==> src/rtl/ffstdp_update_ctrl_pkg.sv <==
// Shared definitions for the FF-STDP weight-update controller:
// FSM state encoding and default count/weight widths.
package ffstdp_update_ctrl_pkg;

  localparam int DEF_PRE_CNT_WIDTH  = 8;
  localparam int DEF_POST_CNT_WIDTH = 7;
  localparam int DEF_WEIGHT_WIDTH   = 8;

  typedef enum logic [2:0] {
    IDLE     = 3'd0,
    POST_RD  = 3'd1,
    POST_CHK = 3'd2,
    SYN_RD   = 3'd3,
    SYN_WR   = 3'd4,
    FIN      = 3'd5
  } state_t;

endpackage

==> src/rtl/ffstdp_update.sv <==
// Combinational FF-STDP weight update. The step magnitude is the smaller
// of the pre and post spike counts; positive samples potentiate, negative
// samples depress, and the result saturates to the signed weight range.
// Outside a training reference event the weight passes through unchanged.
module ffstdp_update #(
  parameter int PRE_CNT_WIDTH  = 8,
  parameter int POST_CNT_WIDTH = 7,
  parameter int WEIGHT_WIDTH   = 8
) (
  input  logic signed [WEIGHT_WIDTH-1:0]   weight,
  input  logic        [PRE_CNT_WIDTH-1:0]  pre_cnt,
  input  logic        [POST_CNT_WIDTH-1:0] post_cnt,
  input  logic                             is_pos,
  input  logic                             is_train,
  input  logic                             tref_event,
  output logic signed [WEIGHT_WIDTH-1:0]   weight_new
);

  localparam logic signed [31:0] W_MAX = (32'sd1 <<< (WEIGHT_WIDTH - 1)) - 32'sd1;
  localparam logic signed [31:0] W_MIN = -(32'sd1 <<< (WEIGHT_WIDTH - 1));

  function automatic logic signed [WEIGHT_WIDTH-1:0] sat_weight(input logic signed [31:0] v);
    logic signed [31:0] c;
    if (v > W_MAX)      c = W_MAX;
    else if (v < W_MIN) c = W_MIN;
    else                c = v;
    return c[WEIGHT_WIDTH-1:0];
  endfunction

  logic signed [31:0] w_ext;
  logic signed [31:0] pre_ext;
  logic signed [31:0] post_ext;
  logic signed [31:0] mag;
  logic signed [31:0] sum;

  // Widen, apply the signed step, then clamp to the weight range.
  always_comb begin
    w_ext    = 32'(weight);
    pre_ext  = 32'(pre_cnt);
    post_ext = 32'(post_cnt);
    mag      = (pre_ext < post_ext) ? pre_ext : post_ext;
    sum      = is_pos ? (w_ext + mag) : (w_ext - mag);
    if (is_train && tref_event) weight_new = sat_weight(sum);
    else                        weight_new = weight;
  end

endmodule

==> src/rtl/ffstdp_update_ctrl.sv <==
// Sweeps every post neuron with a non-zero spike count and, for each, every
// pre neuron: read synapse, run the update datapath, write back when the
// pre count is non-zero. One START pulse per sweep, one DONE pulse at the end.
module ffstdp_update_ctrl
  import ffstdp_update_ctrl_pkg::*;
#(
  parameter int PRE_ADDR_W     = 8,
  parameter int POST_ADDR_W    = 7,
  parameter int PRE_CNT_WIDTH  = DEF_PRE_CNT_WIDTH,
  parameter int POST_CNT_WIDTH = DEF_POST_CNT_WIDTH,
  parameter int WEIGHT_WIDTH   = DEF_WEIGHT_WIDTH
) (
  input  logic                            CLK,
  input  logic                            RST_N,
  input  logic                            START,
  input  logic                            IS_TRAIN,
  input  logic                            IS_POS,
  output logic                            BUSY,
  output logic                            DONE,
  output logic [POST_ADDR_W-1:0]          POST_CNT_ADDR,
  input  logic [POST_CNT_WIDTH-1:0]       POST_CNT_RDATA,
  output logic [PRE_ADDR_W-1:0]           PRE_CNT_ADDR,
  input  logic [PRE_CNT_WIDTH-1:0]        PRE_CNT_RDATA,
  output logic                            SRAM_CS,
  output logic                            SRAM_WE,
  output logic [POST_ADDR_W+PRE_ADDR_W-1:0] SRAM_ADDR,
  output logic [WEIGHT_WIDTH-1:0]         SRAM_WDATA,
  input  logic [WEIGHT_WIDTH-1:0]         SRAM_RDATA
);

  state_t                     state, state_nxt;
  logic [POST_ADDR_W-1:0]     p, p_nxt;
  logic [PRE_ADDR_W-1:0]      i, i_nxt;
  logic                       is_pos_q, is_pos_nxt;
  logic [POST_CNT_WIDTH-1:0]  post_cnt_q;
  logic                       post_load;
  logic signed [WEIGHT_WIDTH-1:0] weight_new;

  // The count memories see the live indices; they only matter in the
  // cycle the FSM reads them.
  assign POST_CNT_ADDR = p;
  assign PRE_CNT_ADDR  = i;

  ffstdp_update #(
    .PRE_CNT_WIDTH  (PRE_CNT_WIDTH),
    .POST_CNT_WIDTH (POST_CNT_WIDTH),
    .WEIGHT_WIDTH   (WEIGHT_WIDTH)
  ) u_update (
    .weight     (SRAM_RDATA),
    .pre_cnt    (PRE_CNT_RDATA),
    .post_cnt   (post_cnt_q),
    .is_pos     (is_pos_q),
    .is_train   (1'b1),
    .tref_event (1'b1),
    .weight_new (weight_new)
  );

  // Control state: FSM, sweep indices and the sample polarity latched at START.
  always_ff @(posedge CLK or negedge RST_N) begin
    if (!RST_N) begin
      state    <= IDLE;
      p        <= '0;
      i        <= '0;
      is_pos_q <= 1'b0;
    end else begin
      state    <= state_nxt;
      p        <= p_nxt;
      i        <= i_nxt;
      is_pos_q <= is_pos_nxt;
    end
  end

  // Post count held for the whole pre sweep of the current post neuron.
  always_ff @(posedge CLK) begin
    if (post_load) post_cnt_q <= POST_CNT_RDATA;
  end

  // Next-state, index stepping and memory-port decode.
  always_comb begin
    state_nxt  = state;
    p_nxt      = p;
    i_nxt      = i;
    is_pos_nxt = is_pos_q;
    post_load  = 1'b0;
    BUSY       = (state != IDLE);
    DONE       = 1'b0;
    SRAM_CS    = 1'b0;
    SRAM_WE    = 1'b0;
    SRAM_ADDR  = '0;
    SRAM_WDATA = '0;
    case (state)
      IDLE: begin
        if (START) begin
          if (IS_TRAIN) begin
            is_pos_nxt = IS_POS;
            p_nxt      = '0;
            i_nxt      = '0;
            state_nxt  = POST_RD;
          end else begin
            state_nxt  = FIN;
          end
        end
      end
      POST_RD: begin
        state_nxt = POST_CHK;
      end
      POST_CHK: begin
        if (POST_CNT_RDATA == '0) begin
          if (&p) begin
            state_nxt = FIN;
          end else begin
            p_nxt     = p + POST_ADDR_W'(1);
            state_nxt = POST_RD;
          end
        end else begin
          post_load = 1'b1;
          i_nxt     = '0;
          state_nxt = SYN_RD;
        end
      end
      SYN_RD: begin
        SRAM_CS   = 1'b1;
        SRAM_ADDR = {p, i};
        state_nxt = SYN_WR;
      end
      SYN_WR: begin
        SRAM_CS    = 1'b1;
        SRAM_WE    = (PRE_CNT_RDATA != '0);
        SRAM_ADDR  = {p, i};
        SRAM_WDATA = weight_new;
        if (&i) begin
          if (&p) begin
            state_nxt = FIN;
          end else begin
            p_nxt     = p + POST_ADDR_W'(1);
            state_nxt = POST_RD;
          end
        end else begin
          i_nxt     = i + PRE_ADDR_W'(1);
          state_nxt = SYN_RD;
        end
      end
      FIN: begin
        DONE      = 1'b1;
        state_nxt = IDLE;
      end
      default: begin
        state_nxt = IDLE;
      end
    endcase
  end

endmodule
==> config.mk <==
export PLATFORM = sky130hd
export DESIGN_NAME = ffstdp_update_ctrl
export DESIGN_NICKNAME = d
export VERILOG_FILES = /design/src/rtl/ffstdp_update_ctrl_pkg.sv /design/src/rtl/ffstdp_update.sv /design/src/rtl/ffstdp_update_ctrl.sv
export SDC_FILE = /design/constraint.sdc
export NUM_CORES = 1
export LEC_CHECK = 0
export ABC_AREA = 1
export CORE_MARGIN = 2
export CORE_UTILIZATION = 45
export CTS_CLUSTER_SIZE = 28
export DETAILED_ROUTE_END_ITERATION = 10
export PLACE_DENSITY = 0.77
export SYNTH_ARGS = -nofsm -noshare
export SYNTH_HDL_FRONTEND = slang
export SYNTH_SLANG_ARGS = --single-unit
export TNS_END_PERCENT = 20
==> constraint.sdc <==
create_clock -name CLK -period 12.3 [get_ports CLK]
set_input_delay 2.46 -clock CLK [delete_from_list [all_inputs] [get_ports CLK]]
set_output_delay 2.46 -clock CLK [all_outputs]
set_load 0.05 [all_outputs]
* Word level (Yosys, flattened, before mapping)
Index checks and enable logic that the tools add are counted.
** Word-level totals
- Input bits :: 28
- Bits in registers :: 26
- Output and inout bits :: 42
** Operators by class
- Equality and inequality tests :: 11
- Reduce and logical (&&, ||, !) cells :: 11
- $add $sub $neg :: 4
- Multiplexer cells :: 28
- Magnitude comparators :: 3
** Operator list (number)
- $mux W8 :: 8
- $mux W7 :: 5
- $gt A32 B8 Y1 const B :: 1
- $lt A32 B8 Y1 const B :: 1
- $mux W32 :: 1
- $pmux W8 S3 :: 1
- $pmux W7 S3 :: 1
- $mux W15 :: 1
- $mux W3 :: 5
- $pmux W3 S5 :: 1
- $ne A2 B2 Y1 const B :: 6
- $add A8 B9 Y10 :: 1
- $reduce_and A5 Y1 :: 2
- $sub A8 B9 Y10 :: 1
- $add A8 B1 Y8 const B :: 1
- $lt A8 B7 Y1 :: 1
- $reduce_and A8 Y1 :: 1
- $reduce_bool A8 Y1 :: 1
- $add A7 B1 Y7 const B :: 1
- $logic_not A7 Y1 :: 1
- $reduce_and A7 Y1 :: 1
- $eq A3 B2 Y1 const B :: 2
- $eq A3 B3 Y1 const B :: 2
- $reduce_bool A3 Y1 :: 2
- 5 further kinds :: 9

* Longest topological paths before layout
Gate-level depths: netlist (run 1).
- Depth after elaboration :: 8
- Gate-level depth with buffers :: 28
- Depth with buffers taken out :: 28

* Cells and area by module
From an unflattened synthesis (run 1), not the netlist that was laid out.
** Second synthesis, totals
- Cells, all modules :: 411
- Area, all modules :: 2846.5 um^2
** Modules (own cells, without submodules)
- ffstdp_update_ctrl :: cells each 234, times used 1, seq. area each 685.7 um^2, area an instance 1724.2 um^2
- ffstdp_update :: cells each 177, times used 1, seq. area each 0.0 um^2, area an instance 1122.3 um^2

* Worst setup path after synthesis (run 1)
No wires, ideal clock.
- Path kind :: in2out
- Start :: in PRE_CNT_RDATA[5]
- End :: out SRAM_WDATA[0]
- Data required time :: 9840 ps
- Setup slack :: 3663 ps
- Arrival time :: 6177 ps
- Buffers on the path :: 0
- Stages :: 24
- Path through :: ha_1 > a21oi_1 > nor2_1 > nor3_4 > nand2_2 > nand2_1 > nand2_2 > ha_1 > or2_2 > nand2_1 > inv_1 > ha_1 > nand2_1 > o21ai_2 > nand3_1 > nand2_1 > nand2_1 > nand2_1 > a21oi_1 > xor2_1 > or2_2 > nand3_4 > nand2_2 > nor2_1
** On the way
- Longest elaborated chain between the ends :: 8
** Ends and longest elaborated chain
- from (decl) :: line ffstdp_update_ctrl.sv:23 : input logic [PRE_CNT_WIDTH-1:0] PRE_CNT_RDATA,
- $lt A8 B7 Y1 :: line ffstdp_update.sv:41 : mag = (pre_ext < post_ext) ? pre_ext : post_ext;
- $mux W8 (*) :: line ffstdp_update.sv:41
- $sub A8 B9 Y10 / $add A8 B9 Y10 (equally long branches) :: line ffstdp_update.sv:42 : sum = is_pos ? (w_ext + mag) : (w_ext - mag);
- $mux W32 (*) :: line ffstdp_update.sv:42
- $lt A32 B8 Y1 :: line ffstdp_update.sv:25 : else if (v < W_MIN) c = W_MIN;
- $mux W8 :: line ffstdp_update.sv:25
- $mux W8 (*) :: line ffstdp_update.sv:24 : if (v > W_MAX) c = W_MAX;
- $mux W8 (*) :: line ffstdp_update_ctrl.sv:91 : case (state)
- to (decl) :: line ffstdp_update_ctrl.sv:27 : output logic [WEIGHT_WIDTH-1:0] SRAM_WDATA,
Every way passes the cells marked *; elsewhere a longest branch is shown, timed or not.

* Worst setup path after layout (run 1)
- Start :: in PRE_CNT_RDATA[5]
- End :: out SRAM_WDATA[1]
The elaborated chain is that of the path after synthesis.

==> impl_metrics.py, run 1 <==
metrics = {
    "cts": {
        "cts_tree": "built",
        "cts_buffers": 3,
        "post_cts_resized": 0,
        "clk_latency_ps": 260,
        "clockBufferDepth": 2,
        "path_clk_slew_ps": 80,
        "postCtsSetupBuffers": 0,
        "cts_max_level": 1,
        "clock_sinks": 26,
        "cts_root_buf": "clkbuf_8",
        "ctsHoldBuffers": 0,
    },
    "power": {
        "vdd_drop_max_uv": 175,
        "power.density_nw_per_um2": 218,
        "p_leak_nw": 1.46,
    },
    "die": {
        "row_count": 26,
        "pin_count": 70,
        "die_x_um": 76.9,
        "die_area_um2": 5910,
        "die_h_um": 76.9,
        "initial_core_util": 0.468,
        "core_um2": 5110,
    },
    "global_routing": {
        "grt_usage": 0.206,
        "grt_first_pass_wirelength_um": 10200,
        "grt_max_degree": 20,
        "grt_pass1_vias": 2441,
        "antenna_found_initial": 0,
        "grt-ovfl-total": 0,
    },
    "worst_setup_path": {
        "reg2reg_to": "POST_CNT_ADDR[5]",
        "crit_buf_inv": 3,
        "crit_path_max_incr_delay_ps": 800,
        "critical-path-slowest-cell": "clkdlybuf4s50_1",
        "reg2reg_setup_slack_ps": 9390,
        "rr_worst_depth": 10,
        "crit_type": "input pin to output port",
        "worstSetupStartpoint": "PRE_CNT_RDATA[5]",
        "crit_path_end": "SRAM_WDATA[1]",
        "cp_max_fo": 8,
        "required_ps": 9840,
        "cp_num_cells": 26,
        "critical_path_arrival_ps": 7170,
        "reg2reg_from": "state[0]",
        "worstSetupEndpointType": "output port",
        "cp-start-kind": "input pin",
        "path_common_cell": "nand2_1",
        "crit_family": "simple AND/OR/NAND/NOR gates",
    },
    "finish": {
        "num-nets-final": 464,
        "layout-drive-gt1-share": 0.0867,
        "stdcell_area_um2": 3200,
        "fill_cells": 473,
        "multiInputGateArea_um2": 1440,
        "final_util": 0.627,
        "antennaDiodeCount": 0,
        "syn2layout_area_growth_pct": 34.1,
        "register_area_um2": 686,
    },
    "synthesis": {
        "syn_area_per_cell_um2": 6.95,
        "ys_ff_latch": 26,
        "syn_area_um2": 2390,
        "ys_seq_area_frac": 0.287,
        "yosysTopAreaCell": "dfrtp_1",
        "ys_top_cells_by_area": "dfrtp_1 (20%), ha_1 (9.9%), inv_1 (9.4%)",
        "ys_types": 34,
        "ys_warn_count": 0,
        "syn-num-nets": 392,
        "synth_top_cell_area_share": 0.199,
        "synth_cells": 344,
    },
    "timing": {
        "fmaxAchievable_mhz": 104,
        "report.final.slew_viol_count": 0,
        "rsz0062_at_grt": "no",
        "fin_crit_ps": 9630,
        "setup_violations": 0,
        "min_period_over_period": 0.783,
        "fin_setup_tns_ps": 0,
        "hold_viol_final": 0,
        "slew_headroom": 0.328,
        "finalClockSkew_ps": 3.86,
        "max_slew.worst_pin.slew_ps": 1000,
    },
    "detailed_routing": {
        "routed_wl_um": 5990,
        "vias": 2440,
        "drt_iter0_drc": 99,
        "ant_nets": 0,
        "vias_per_cell": 5.03,
        "first_pass_iters": 4,
        "drc": 0,
        "avgRoutedWirePerCell_um": 12.3,
    },
    "run_status": {
        "status": "finished, final reports clean",
    },
    "placement": {
        "portBuffers": 69,
        "post_dp_cell_area_um2": 3160,
        "place.gp.congestion": 0.883,
        "hpwl_um": 4960,
    },
    "run": {
        "max_cap_violations": 0,
    },
    "hold_path": {
        "min_path_type": "register to register",
    },
}
==> area by class of cell <==
class,instances,area share
clock buffer,3,0.0129
clock inverter,1,0.00117
inverter,67,0.0785
multi-input combinational,249,0.451
sequential,26,0.214
tap,70,0.0273
timing repair buffer,69,0.216
==> logic make-up (layout without fill, tap and decap cells) <==
| kind of cell | count (synthesis) | count (layout) | synth area share |
|---|---|---|---|
| simple gates | 172 | 172 | 0.351 |
| buf+inv | 69 | 140 | 0.109 |
| compound gates | 46 | 46 | 0.105 |
| flops | 26 | 26 | 0.287 |
| fa+ha+maj | 20 | 20 | 0.108 |
| xor+xnor | 11 | 11 | 0.0403 |
==> cell usage after synthesis (all sizes together) <==
library cell	count
nor3	14
nand2	70
a31oi	3
nor2	47
clkbuf	1
clkinv	1
inv	66
or2	2
xnor2	5
nand3b	4
edfxtp	7
nand3	25
nand4	5
a21oi	29
o21ai	10
a221oi	2
ha	19
dfrtp	19
xor2	6
buf	1
o211ai	2
nor4	5
fa	1
==> report_power, final <==
part	internal [W]	switching (W)	total (W)
combinational	0.000178	0.000349	0.000526
clock	0.0000223	0.0000252	0.0000475
sequential	0.000110	0.0000159	0.000126
total	0.000310	0.000390	0.000700
==> stage by stage <==
stage / power, W / hold slack, ps / setup WS (ps) / std cells
2_1_floorplan: 0.000519 / 489 / 3660 / 344
3_3_place_gp: 0.000640 / 517 / 2800 / 481
3_5_place_dp: 0.000649 / 520 / 2700 / 481
4_1_cts: 0.000698 / 532 / 2680 / 485
5_1_grt: 0.000760 / 552 / 2230 / 485
6_report: 0.000700 / 529 / 2670 / 485
==> worst min path at each step <==
stage,endpoint,cells after the start,slack [ps],start
finish,state[1],1,530,state[2]
global route,state[1],1,550,state[2]
CTS,state[1],1,530,state[2]
detailed placement,state[1],1,520,state[2]
global placement,state[1],1,520,state[2]
floorplan,state[1],1,490,state[2]
==> registers in the layout, indices dropped and copies added (netlist names) <==
signal	cells
post_cnt_q	7
PRE_CNT_ADDR	8
state	3
POST_CNT_ADDR	7
is_pos_q	1
==> placed cells by master, fill, tap and decap left out, types with 3 or more instances in the layout <==
master,instances
a21oi_1,29
a31oi_1,3
clkbuf_8,3
clkdlybuf4s50_1,69
dfrtp_1,19
edfxtp_1,7
ha_1,19
inv_1,60
inv_2,6
nand2_1,57
nand2_2,12
nand3_1,21
nand3_2,3
nand3b_1,4
nand4_1,4
nor2_1,44
nor2_2,3
nor3_1,11
nor4_1,5
o21ai_0,8
xnor2_1,5
xor2_1,6
==> per-layer routing <==
layer	vias up	part of all wire	global-route usage	wire length, µm
met4	0	0.0095	0.0564	57
met2	62	0.47	0.368	2830
met1	1112	0.46	0.256	2780
met5	-	0	0	0
met3	6	0.052	0.0329	314
li1	1260	-	-	-
Note: power is estimated with default switching activity, not from simulation.
==> inputs of run 2 (changes only) <==
clock period = 9.5 ns   (was 12.3 ns; I/O delays follow)
==> run 2 against run 1 <==
Effect of this change:
- combinational power is 29% higher
- worst hold slack better by 3.8 ps
- global-route usage is 0.31 points higher
- first-iteration DRC count is 11% lower
- clock skew is 2.4 ps lower
- register-to-register slack worse by 2800 ps
- wire length is 1.4% lower
- worst setup slack worse by 1700 ps
- final cell count stayed put
- die area stayed put
- highest routed layer unchanged
==> impl_metrics.py, run 2 (synthesis gave the netlist of run 1 again) <==
metrics = {
    "run_status": {
        "status": "finished, final reports clean",
    },
    "worst_setup_path": {
        "required_ps": 7600,
        "cp_max_fo": 8,
        "worstSetupEndpointType": "output port",
        "critical_path_arrival_ps": 6650,
        "worstSetupStartpoint": "PRE_CNT_RDATA[5]",
        "cp-start-kind": "input pin",
        "reg2reg_from": "state[0]",
        "crit_type": "input pin to output port",
    },
    "global_routing": {
        "grt-ovfl-total": 0,
        "grt_usage": 0.209,
        "grt_max_degree": 20,
        "grt_pass1_vias": 2414,
        "antenna_found_initial": 0,
        "grt_first_pass_wirelength_um": 10400,
    },
    "cts": {
        "cts_max_level": 1,
        "post_cts_resized": 0,
        "cts_tree": "built",
        "cts_buffers": 3,
        "clock_sinks": 26,
        "cts_root_buf": "clkbuf_8",
        "path_clk_slew_ps": 80,
        "clockBufferDepth": 2,
        "clk_latency_ps": 260,
        "ctsHoldBuffers": 0,
        "postCtsSetupBuffers": 0,
    },
    "finish": {
        "syn2layout_area_growth_pct": 34.1,
        "layout-drive-gt1-share": 0.0867,
        "final_common_cell": "clkdlybuf4s50_1",
        "final_util": 0.627,
        "instances_no_fill": 485,
        "num-nets-final": 464,
        "stdcell_area_um2": 3200,
        "largest_reg_flops": 8,
        "mostFrequentLayoutCells": "clkdlybuf4s50_1 (69), inv_1 (60), nand2_1 (57), nor2_1 (44), a21oi_1 (29)",
        "antennaDiodeCount": 0,
    },
    "power": {
        "sw_frac_of_total": 0.555,
        "clock_power_share": 0.068,
        "power_frac_seq": 0.180,
        "vdd_drop_max_uv": 204,
        "pwr-share-comb": 0.751,
        "p_int_w": 0.000402,
        "p_switching_w": 0.000501,
        "power.density_nw_per_um2": 282,
        "p_leak_nw": 1.46,
    },
    "placement": {
        "post_dp_cell_area_um2": 3160,
        "placed_cells": 481,
        "portBuffers": 69,
        "place.gp.congestion": 0.884,
        "hpwl_um": 4860,
    },
    "die": {
        "die_h_um": 76.9,
        "initial_core_util": 0.468,
        "core_um2": 5110,
        "row_count": 26,
        "die_x_um": 76.9,
        "die_area_um2": 5910,
        "pin_count": 70,
    },
    "timing": {
        "fmaxAchievable_mhz": 117,
        "slew_headroom": 0.347,
        "max_slew.worst_pin.slew_ps": 975,
        "hold_viol_final": 0,
        "setup_violations": 0,
        "fin_crit_ps": 8550,
        "min_period_over_period": 0.900,
        "fin_setup_tns_ps": 0,
        "finalClockSkew_ps": 1.42,
        "report.final.slew_viol_count": 0,
        "rsz0062_at_grt": "no",
    },
    "hold_path": {
        "min_path_type": "register to register",
        "min_from": "state[2]",
    },
    "detailed_routing": {
        "ant_nets": 0,
        "vias": 2401,
        "vias_per_cell": 4.95,
        "first_pass_iters": 5,
        "drt_iter0_drc": 88,
        "avgRoutedWirePerCell_um": 12.2,
        "drc": 0,
        "routed_wl_um": 5900,
    },
    "run": {
        "max_cap_violations": 0,
    },
}
run 2: changes by cell type in the layout (fill, tap and decap cells not counted):
cell and change:
clkbuf_1 +1, clkinv_1 -1
run 2: per-stage QoR:
stage          hold WS (ps)  power, W  setup slack, ps
5_1_grt                 561  0.000986              528
2_1_floorplan           489  0.000672             1980
4_1_cts                 538  0.000901              970
3_3_place_gp            517  0.000828             1120
6_report                533  0.000903              948
3_5_place_dp            527  0.000837              985
run 2: final timing paths:
path | to | slack (ps) | cells after the start
setup / recovery | SRAM_WDATA[1] | 950 | 26
hold / removal | state[1] | 530 | 1
setup reg to reg | POST_CNT_ADDR[5] | 6580 | 10
hold reg to reg | state[1] | 530 | 1
max in group asynchronous | is_pos_q | 6860 | 1
min in group asynchronous | POST_CNT_ADDR[1] | 2120 | 1
run 2: final cells by class:
class                   instances  area (µm²)
clock buffers                   4        45.0
fillers                       472        1900
inverters                      67         251
multi-input cells             249        1440
flip-flops and latches         26         686
well taps                      70        87.6
repair buffers                 69         691
run 2: critical path, cell delays in order:
cell             delay [ps]
clkdlybuf4s50_1         440
ha_1                    330
a21oi_1                 130
nor2_1                   80
nor3_4                  260
nand2_2                 170
nand2_1                 110
nand2_2                  80
ha_1                    260
or2_2                   270
nand2_1                 120
inv_1                    50
ha_1                    170
a21oi_1                 190
o21ai_2                 100
nand3_1                 100
nand2_1                  60
nand2_1                  70
nand2_1                  50
a21oi_1                 170
xor2_1                  100
or2_2                   300
nand3_4                 120
nand2_2                  60
nor2_1                  130
clkdlybuf4s50_1         800
run 2: power groups by stage:
stage	Combinational [W]	Sequential [W]	Clock (W)
after global placement	0.000664	0.000164	0
final	0.000678	0.000163	0.0000615
after CTS	0.000677	0.000162	0.0000625
after global routing	0.000753	0.000166	0.0000675
after floorplan	0.000479	0.000194	0
after detailed placement	0.000673	0.000164	0
run 2: metal layers:
| metal | global-route usage | up-vias | routed length (µm) |
|---|---|---|---|
| li1 | - | 1256 | - |
| met1 | 0.264 | 1078 | 2740 |
| met2 | 0.371 | 59 | 2780 |
| met3 | 0.0282 | 8 | 315 |
| met4 | 0.0618 | 0 | 63 |
| met5 | 0 | - | 0 |
